--- src/rtl/rv32_alu.sv ---
// RV32I execute-stage ALU: combinational result and V/C/Z/N flags plus a clocked flag register.
// Optional sticky overflow bit (sticky_clr / sticky_ovf) is built when ALU_STICKY_OVF_EN is defined.
module rv32_alu #(
  parameter int XLEN = 32
) (
  input  logic            clk,
  input  logic            rst,
  input  logic [XLEN-1:0] rs1,
  input  logic [XLEN-1:0] rs2,
  input  logic [3:0]      ALUControl,
  input  logic            flags_we,
`ifdef ALU_STICKY_OVF_EN
  input  logic            sticky_clr,
  output logic            sticky_ovf,
`endif
  output logic [XLEN-1:0] rd,
  output logic [3:0]      flags,
  output logic [3:0]      flags_q
);

  localparam logic [3:0] OP_ADD  = 4'b0000;
  localparam logic [3:0] OP_SLL  = 4'b0001;
  localparam logic [3:0] OP_SLT  = 4'b0010;
  localparam logic [3:0] OP_SLTU = 4'b0011;
  localparam logic [3:0] OP_XOR  = 4'b0100;
  localparam logic [3:0] OP_SRL  = 4'b0101;
  localparam logic [3:0] OP_OR   = 4'b0110;
  localparam logic [3:0] OP_AND  = 4'b0111;
  localparam logic [3:0] OP_SUB  = 4'b1000;
  localparam logic [3:0] OP_SRA  = 4'b1101;

  logic            is_sub_s;
  logic            is_arith_s;
  logic [XLEN:0]   b_ext_s;
  logic [XLEN:0]   sum_s;
  logic [4:0]      shamt_s;
  logic [XLEN-1:0] rd_s;
  logic            v_s;
  logic            c_s;
  logic            sgn_ovf_s;
  logic [3:0]      flags_d;

  assign is_sub_s   = (ALUControl == OP_SUB);
  assign is_arith_s = (ALUControl == OP_ADD) || is_sub_s;
  assign shamt_s    = rs2[4:0];

  // Subtraction reuses the adder as rs1 + ~rs2 + 1; bit XLEN is then the borrow.
  assign b_ext_s = is_sub_s ? ~{1'b0, rs2} : {1'b0, rs2};
  assign sum_s   = {1'b0, rs1} + b_ext_s + {{XLEN{1'b0}}, is_sub_s};

  always_comb begin
    rd_s = {XLEN{1'b0}};
    case (ALUControl)
      OP_ADD, OP_SUB: rd_s = sum_s[XLEN-1:0];
      OP_SLL:         rd_s = rs1 << shamt_s;
      OP_SLT:         rd_s = {{(XLEN-1){1'b0}}, ($signed(rs1) < $signed(rs2))};
      OP_SLTU:        rd_s = {{(XLEN-1){1'b0}}, (rs1 < rs2)};
      OP_XOR:         rd_s = rs1 ^ rs2;
      OP_SRL:         rd_s = rs1 >> shamt_s;
      OP_OR:          rd_s = rs1 | rs2;
      OP_AND:         rd_s = rs1 & rs2;
      OP_SRA:         rd_s = $unsigned($signed(rs1) >>> shamt_s);
      default:        rd_s = {XLEN{1'b0}};
    endcase
  end

  // V flags any wrap: unsigned carry/borrow or signed range overflow.
  always_comb begin
    sgn_ovf_s = 1'b0;
    if (is_sub_s) begin
      sgn_ovf_s = (rs1[XLEN-1] != rs2[XLEN-1]) && (sum_s[XLEN-1] != rs1[XLEN-1]);
    end else begin
      sgn_ovf_s = (rs1[XLEN-1] == rs2[XLEN-1]) && (sum_s[XLEN-1] != rs1[XLEN-1]);
    end
  end

  assign c_s   = is_arith_s & sum_s[XLEN];
  assign v_s   = is_arith_s & (sum_s[XLEN] | sgn_ovf_s);
  assign rd    = rd_s;
  assign flags = {rd_s[XLEN-1], (rd_s == {XLEN{1'b0}}), c_s, v_s};

  assign flags_d = flags_we ? flags : flags_q;

  always_ff @(posedge clk or posedge rst) begin
    if (rst) begin
      flags_q <= 4'b0000;
    end else begin
      flags_q <= flags_d;
    end
  end

`ifdef ALU_STICKY_OVF_EN
  logic sticky_ovf_d;
  logic sticky_ovf_q;

  // Clear has priority so software can acknowledge even while overflow persists.
  always_comb begin
    sticky_ovf_d = sticky_ovf_q;
    if (sticky_clr) begin
      sticky_ovf_d = 1'b0;
    end else if (flags_we && v_s) begin
      sticky_ovf_d = 1'b1;
    end else begin
      sticky_ovf_d = sticky_ovf_q;
    end
  end

  always_ff @(posedge clk or posedge rst) begin
    if (rst) begin
      sticky_ovf_q <= 1'b0;
    end else begin
      sticky_ovf_q <= sticky_ovf_d;
    end
  end

  assign sticky_ovf = sticky_ovf_q;
`endif

endmodule

--- config.mk ---
export PLATFORM = sky130hd
export DESIGN_NAME = rv32_alu
export DESIGN_NICKNAME = d
export VERILOG_FILES = /design/src/rtl/rv32_alu.sv
export SDC_FILE = /design/constraint.sdc
export NUM_CORES = 1
export LEC_CHECK = 0
export ABC_AREA = 1
export BUFFER_PORTS_ARGS = -buffer_cell sky130_fd_sc_hd__buf_2
export CAP_MARGIN = 20
export CORE_ASPECT_RATIO = 0.5
export CORE_UTILIZATION = 30
export CTS_BUF_LIST = sky130_fd_sc_hd__clkbuf_4
export DETAILED_ROUTE_END_ITERATION = 8
export GPL_TIMING_DRIVEN = 0
export SYNTH_ARGS = -nofsm -noshare
export SYNTH_HDL_FRONTEND = slang
export SYNTH_SLANG_ARGS = --single-unit
--- constraint.sdc ---
create_clock -name clk -period 8 [get_ports clk]
set_input_delay 0.4 -clock clk [delete_from_list [all_inputs] [get_ports clk]]
set_output_delay 0.4 -clock clk [all_outputs]
set_load 0.05 [all_outputs]
---- Word-level counts from Yosys, hierarchy flattened ----
Index checks and enable logic that the tools add are counted.
word-level totals
  word-level logic and storage cells ...... 36
  bits in registers ....................... 4
  output and inout port bits .............. 40
cells by class
  reduce and logical (&&, ||, !) cells .... 6
  bitwise operators ....................... 7
  equality and inequality tests ........... 12
  shifts and indexed selects .............. 3
  multiplexer cells ....................... 3
  order comparisons ....................... 2
  add/subtract/negate cells ............... 2
operator list
  cell                                                              count
  32-bit one-hot mux with 9 select lines                            1
  32-bit < comparator                                               2
  32-bit by 33-bit adder with 33-bit output                         1
  33-bit by 1-bit adder with 33-bit output                          1
  33-bit two-way mux                                                1
  32-bit NOT with 33-bit output                                     1
  32-bit AND                                                        1
  32-bit logical NOT                                                1
  32-bit bitwise OR                                                 1
  32-bit by 5-bit left shift with 32-bit output                     1
  32-bit by 5-bit >> shifter with 32-bit output                     1
  32-bit by 5-bit >>> shifter with 32-bit output                    1
  32-bit XOR                                                        1
  4-bit by 3-bit == test with 1-bit output (second input constant)  4
  4-bit by 2-bit == test with 1-bit output (second input constant)  2
  4-bit == test (second input constant)                             2
  4-bit by 1-bit == test with 1-bit output (second input constant)  1
  4-bit logical NOT                                                 1
  1-bit AND                                                         2
  1-bit logical AND                                                 2
  1-bit inequality test                                             2
  2-bit OR reduction                                                1
  1-bit == test                                                     1
  1-bit logical OR                                                  1
  2 further kinds                                                   2

---- Logic depth before layout (Yosys ltp) ----
Gate-level depths: netlist of run 1.
  depth in word-level cells ............... 9
  mapped depth ............................ 25
  gate-level depth less buffers ........... 25

---- Worst setup path before layout of run 1 ----
No wires, ideal clock.
  path kind ............................... input to output
  start point ............................. in ALUControl[0]
  end point ............................... out flags[2]
  data required time ...................... 7.600 ns
  path slack .............................. 3.702 ns
  stages .................................. 18
  arrival ................................. 3.898 ns
  buffers on the path ..................... 1
  cells stage by stage .................... nor3_2 inv_1 nor2_1 buf_2 xor2_1 ha_1 a21oi_1 inv_1 a21oi_1 nand3_1 nand2_1 nand3b_1 nand3_1 nand4_1 nor2_1 nand2_1 nor2_1 and3_1
between the ends
  cells in the longest elaborated chain, start to end .. 6
  elaborated cells on any way between the ends .. 16
  those cells by class .................... add/sub (2); eq/ne (9); mux (2); reduce/logical (3)
ends and longest elaborated chain
  element                                    RTL line  source
  start, declared                            10        input logic [3:0] ALUControl,
  4-bit == test                              43, 53
  33-bit two-way mux                         48        assign b_ext_s = is_sub_s ? ~{1'b0, rs2} : {1'b0, rs2};
  32-bit by 33-bit adder with 33-bit output  49        assign sum_s = {1'b0, rs1} + b_ext_s + {{XLEN{1'b0}}, is_sub_s};
  33-bit by 1-bit adder with 33-bit output   49
  32-bit one-hot mux with 9 select lines *   53        case (ALUControl)
  net rd[16]                                 16        output logic [XLEN-1:0] rd,
  32-bit logical NOT *                       80        assign flags = {rd_s[XLEN-1], (rd_s == {XLEN{1'b0}}), c_s, v_s};
  end, declared                              17        output logic [3:0] flags,
The timed path passes the listed nets; every way through them passes the cells marked *.

---- Worst setup path after layout of run 1 ----
  start point ............................. in ALUControl[0]
  end point ............................... out flags[2]
between the ends
  cells in the longest elaborated chain, start to end .. 6
  elaborated cells on any way between the ends .. 16
  those cells by class .................... add/sub (2); eq/ne (9); mux (2); reduce/logical (3)
ends and longest elaborated chain
  element                                    RTL line
  4-bit == test                              43, 53
  33-bit two-way mux                         48
  32-bit by 33-bit adder with 33-bit output  49
  33-bit by 1-bit adder with 33-bit output   49
  32-bit one-hot mux with 9 select lines *   53
  32-bit logical NOT *                       80
Every way passes the cells marked *; elsewhere a longest branch is shown, timed or not.

==> results.ini, run 1 <==
[synthesis]
yosysWarnings = 0
yosys_most_used_dff = dfrtp_1
async_flop_share_pct = 100
ys_ff_latch = 4
synth_area_mm2 = 0.00948
synth_edf_count = 0
netlist_instances = 1759
synth_fp_nets = 1959
synth_cell_types = 50
yosysSeqAreaShare_pct = 1.06
synth_top_area_share_pct = 19.6
yosysMostFrequentCell = nand2_1
yosys.area.top_type = nand2_1
synth_area_leaders = nand2_1 20%, nand3_1 18%, ha_1 17%
syn_avg_cell_area_um2 = 5.39
synth_commonest_cells = 495 x nand2_1, 338 x nand3_1, 194 x inv_1

[finish]
reg_top3 = flags_q (4)
nets = 2074
regMostFlops = flags_q
area_growth_pct = 11.6
largest_reg_flops = 4
seqCellArea_um2 = 100
fill_cells = 3567
antenna_cells = 0
multi_input_area_mm2 = 0.00817
layout-drive-gt1-share_pct = 14.2

[floorplan]
fp.dieW_um = 253
fp.dieArea_mm2 = 0.0323
initial_core_util_pct = 30.9
ios = 111
core-area_mm2 = 0.0307
fp.dieH_um = 128
std_cell_rows = 45

[drt]
wl_per_cell_um = 21.1
viasPerCell = 5.56
ant_nets = 0
drt-total-wl_um = 48500
drt_iter0_drc = 1761
drc = 0
firstDrtPassIters = 7
dr_total_vias = 12800

[run]
max_cap_viol_count = 0

[grt]
grt_antenna_before_repair = 1
grt_pass1_wl_um = 71200
grt_max_degree = 12
first_global_vias = 11500
grt.total_usage_pct = 29.4
grt_overflow_total = 0

[worst_setup_path]
rr_startpoint = flags_q[3]
reg2reg_depth = 2
r2r-end = flags_q[3]
r2r_slack_ps = 7350
crit_path_top_delay_cell = nor2_1
path_cells = buf_2 > nor3_2 > inv_1 > nor2_1 > buf_2 > xor2_1 > ha_1 > a21oi_1 > inv_1 > a21oi_1 > nand3_1 > o21ai_0 > nand2_1 > nor2_1 > nand2_1 > nor2_1 > nand2_1 > nor2_2 > and3_1 > buf_2
crit_path_end_kind = output pin
cp_top_family = simple AND/OR/NAND/NOR gates
arrival_ps = 5380
path_buf_inv = 5
critical_path_class = in -> out
cp.required_ps = 7600
slowest_delay_ps = 610
cp-start-kind = input pin
critPathMaxFanout = 10

[timing]
setup_viol = 0
skew_ps = 0
slew_violations = 0
worstMarginPinSlew_ps = 892
setup_slack_ps = 2220
fmax_mhz = 173
tns_ps = 0
rsz0062_at_grt = no
fin_crit_ps = 5780
fin_crit_sh_pct = 72.2
final_hold_viol_count = 0
max_slew_margin_pct = 40.5

[clock_tree]
htree_num_levels = 1
cts-resized-gates = 0
cts_setup_buffers = 0
cts_tree = built
hold_buffers = 0
clockBufferDepth = 2
cts_buffers = 3
cts_sinks = 4
clock_latency_ps = 240
cts_root_buffer = clkbuf_4
clkTransAtPathRegs_ps = 40

[pwr]
internal_power_uw = 263
ir_drop_mv = 0.0423
pwr-share-clk_pct = 3.0
switchingPower_uw = 583
leakage_nw = 6.05
seqPwrFrac_pct = 2.7
comb_power_share_pct = 94.3
swShare_pct = 68.9
power_density_mw_per_mm2 = 80.0

[worst_hold_path]
hp-class = in -> async

[place]
numPortBuffers = 110
hpwlAfterDp_um = 40900
place_congestion = 1.09
pre_cts_slack_ps = 2360

[status]
run_status = finished, final reports clean

-- cell usage in the layout (no fill, tap or decap), types with 4 or more instances in the layout --
| master | n |
|---|---|
| a21o_1 | 4 |
| a21oi_1 | 77 |
| and3_1 | 4 |
| buf_1 | 6 |
| buf_2 | 143 |
| buf_4 | 12 |
| buf_6 | 7 |
| clkbuf_1 | 10 |
| dfrtp_1 | 4 |
| ha_1 | 128 |
| inv_1 | 194 |
| inv_2 | 12 |
| nand2_1 | 495 |
| nand2_2 | 33 |
| nand2_4 | 14 |
| nand3_1 | 338 |
| nand3_2 | 17 |
| nand3b_1 | 11 |
| nand4_1 | 25 |
| nor2_1 | 148 |
| nor2_2 | 11 |
| nor2_4 | 4 |
| nor3_1 | 14 |
| nor4_1 | 5 |
| o211ai_1 | 12 |
| o21a_1 | 4 |
| o21ai_0 | 34 |
| o21ai_1 | 21 |
| o21bai_1 | 8 |
| o22ai_1 | 12 |
| xor2_1 | 33 |
-- per-stage QoR --
stage | cell area [µm²] | util [%] | std cells | total power, mW | hold WS, ps
after global placement | 10600 | 34.4 | 2292 | 0.794 | 286
final | 10600 | 34.5 | 2295 | 0.846 | 35.5
after detailed placement | 10600 | 34.4 | 2292 | 0.794 | 287
after global routing | 10600 | 34.5 | 2295 | 0.916 | 40.7
after CTS | 10600 | 34.5 | 2295 | 0.822 | 38.9
after floorplan | 9480 | - | 1759 | 0.549 | 166
-- power by group through the flow --
stage,Combinational (mW),Sequential [mW],Clock [mW]
3_5_place_dp,0.771,0.0230,0
3_3_place_gp,0.771,0.0230,0
6_report,0.798,0.0228,0.0254
2_1_floorplan,0.520,0.0287,0
4_1_cts,0.774,0.0228,0.0258
5_1_grt,0.866,0.0230,0.0273
-- how the worst max path moves through the flow --
| stage | from | to | slack, ps | cells past startpoint |
|---|---|---|---|---|
| after floorplan | ALUControl[0] | flags[2] | 3700 | 18 |
| after global placement | ALUControl[0] | flags[2] | 2420 | 20 |
| after detailed placement | ALUControl[0] | flags[2] | 2360 | 20 |
| after CTS | ALUControl[0] | flags[2] | 2340 | 20 |
| after global routing | ALUControl[0] | flags[2] | 1970 | 20 |
| final | ALUControl[0] | flags[2] | 2220 | 20 |
-- cells by family (layout without fill, tap and decap cells) --
group	Yosys count	in the layout	synth area share, %
fa+ha+maj	129	129	17.1
compound gates	186	186	11.2
xor+xnor	34	34	3.14
buf+inv	277	390	12.8
flops	4	4	1.06
simple gates	1129	1129	54.7
-- per-layer routing --
metal / up-vias / GRT usage, % / routed length [µm]
li1: 6010 / - / -
met1: 5918 / 41.1 / 21200
met2: 725 / 44.9 / 20100
met3: 107 / 5.54 / 5460
met4: 0 / 9.84 / 1780
met5: - / 0 / 0
-- area by class of cell --
type                       instances  area share, %
multi-input combinational       1478           77.2
inverter                         207           7.37
timing repair buffer             110           5.20
tap                              423           5.00
buffer                            70           4.06
sequential                         4          0.946
clock buffer                       3          0.213
Power figures use the tool's default switching activity.
==> run 2: changes to the inputs <==
Clock period 8 ns to 5.7 ns, I/O delays scaled along.
==> results.ini, run 2 (synthesis results as in run 1) <==
[timing]
tns_ps = 0  ; unchanged
slew_violations = 0  ; unchanged
final_hold_viol_count = 0  ; unchanged
max_slew_margin_pct = 39.2  ; -1.3 points
worstMarginPinSlew_ps = 912  ; +19.5 ps
hold_slack_ps = 346  ; +311 ps
fin_crit_ps = 5360
fmax_mhz = 187
rsz0062_at_grt = no
fin_crit_sh_pct = 94.0
skew_ps = 0  ; unchanged
setup_viol = 0  ; unchanged

[finish]
nets = 2075  ; +0.048%
layout_common_cells = 495 x nand2_1, 338 x nand3_1, 194 x inv_1
largest_reg_flops = 4  ; unchanged
final_common_cell = nand2_1
reg_top3 = flags_q (4)
layout-drive-gt1-share_pct = 14.3  ; +0.046 points
area_growth_pct = 11.8
antenna_cells = 0  ; unchanged
regMostFlops = flags_q

[status]
run_status = finished, final reports clean

[worst_hold_path]
hold_depth = 2
hp-class = in -> reg

[pwr]
ir_drop_mv = 0.0595  ; +41%
power_density_mw_per_mm2 = 112  ; +41%
leakage_nw = 6.06  ; about the same

[floorplan]
ios = 111  ; unchanged
fp.dieH_um = 128  ; unchanged
fp.dieArea_mm2 = 0.0323  ; unchanged
initial_core_util_pct = 30.9  ; unchanged
std_cell_rows = 45  ; unchanged
core-area_mm2 = 0.0307  ; unchanged
fp.dieW_um = 253  ; unchanged

[drt]
ant_nets = 0  ; unchanged
dr_total_vias = 12800  ; +0.13%
viasPerCell = 5.56  ; about the same
firstDrtPassIters = 6  ; -1
drc = 0  ; unchanged
wl_per_cell_um = 21.2  ; +0.23%
drt_iter0_drc = 1691  ; -4.0%
drt-total-wl_um = 48600  ; +0.27%

[clock_tree]
clkTransAtPathRegs_ps = 40  ; about the same
cts_buffers = 3  ; unchanged
clockBufferDepth = 2  ; unchanged
htree_num_levels = 1  ; unchanged
cts_setup_buffers = 0  ; unchanged
cts_root_buffer = clkbuf_4
clock_latency_ps = 230  ; about the same
cts_sinks = 4  ; unchanged
cts_tree = built

[worst_setup_path]
r2r_slack_ps = 5050  ; -2300 ps
path_buf_inv = 5  ; unchanged
cp-start-kind = input pin
crit_path_end_kind = output pin
crit_cells = 20  ; unchanged
cp.required_ps = 5410  ; -2190 ps
crit_path_top_delay_cell = nor3_2
arrival_ps = 5070  ; -310 ps
slowest_delay_ps = 550  ; -60 ps
cp_top_family = simple AND/OR/NAND/NOR gates
reg2reg_depth = 2  ; unchanged
path_cells = buf_2 > nor3_2 > inv_1 > nor2_2 > buf_2 > xor2_1 > ha_1 > a21oi_1 > inv_1 > a21oi_1 > nand3_1 > o21ai_0 > nand2_1 > nor2_1 > nand2_1 > nor2_1 > nand2_1 > nor2_2 > and3_1 > buf_2
critPathMaxFanout = 10  ; unchanged
critical_path_class = in -> out

[grt]
grt_pass1_wl_um = 71200  ; about the same
grt.total_usage_pct = 29.4  ; about the same
grt_antenna_before_repair = 1  ; unchanged
first_global_vias = 11500  ; +0.070%
grt_overflow_total = 0  ; unchanged
grt_max_degree = 12  ; unchanged

[run]
max_cap_viol_count = 0  ; unchanged

[place]
hpwlAfterDp_um = 40900  ; unchanged
numPortBuffers = 110  ; unchanged
place_congestion = 1.09  ; unchanged

==> run 2: cell types whose count changed in the layout (fill, tap and decap cells not counted) <==
cell / previous run / this run
dlygate4sd3_1: 0 / 1
nor2_2: 11 / 12
nor2_1: 148 / 147
==> run 2: worst paths after layout <==
kind | from | to
max in group asynchronous | rst | flags_q[0]
setup / recovery | ALUControl[0] | flags[2]
hold reg to reg | flags_q[2] | flags_q[2]
min in group asynchronous | rst | flags_q[3]
setup reg to reg | flags_q[3] | flags_q[3]
hold / removal | flags_we | flags_q[3]
==> run 2: area by class of cell <==
type / count / area [µm²]
Clock buffer: 3 / 22.5
Timing Repair Buffer: 111 / 561
Buffer: 70 / 429
Inverter: 207 / 779
Tap cell: 423 / 529
Sequential cell: 4 / 100
Multi-Input combinational cell: 1478 / 8170
Fill cell: 3565 / 20100
==> run 2: metal layers <==
layer / vias to the layer above / track usage (%) / share of wire (%)
li1: 6010 / - / -
met1: 5897 / 41.1 / 44
met2: 740 / 44.9 / 41
met3: 129 / 5.54 / 11
met4: 0 / 9.84 / 4.0
met5: - / 0 / 0
==> run 2: per-stage QoR <==
step / instance area [µm²] / util [%] / instances / setup slack (ps) / power (mW)
6_report: 10600 / 34.5 / 2296 / 342 / 1.19
5_1_grt: 10600 / 34.5 / 2296 / 133 / 1.29
4_1_cts: 10600 / 34.5 / 2296 / 270 / 1.15
3_5_place_dp: 10600 / 34.4 / 2292 / 289 / 1.11
3_3_place_gp: 10600 / 34.4 / 2292 / 347 / 1.11
2_1_floorplan: 9480 / - / 1759 / 1630 / 0.771
==> run 2: report_power, final <==
part           internal (mW)  switching [mW]  leakage (nW)
sequential            0.0308         0.00118        0.0507
combinational          0.316           0.808          5.99
clock                 0.0235          0.0115        0.0138
==> run 2: timing repair <==
action / 4_1_cts / 5_1_grt
resized for setup: 0 / 1
hold buffers: 1 / 0
hold endpoints to repair: 4 / 0
endpoints found under the setup margin: 0 / 1
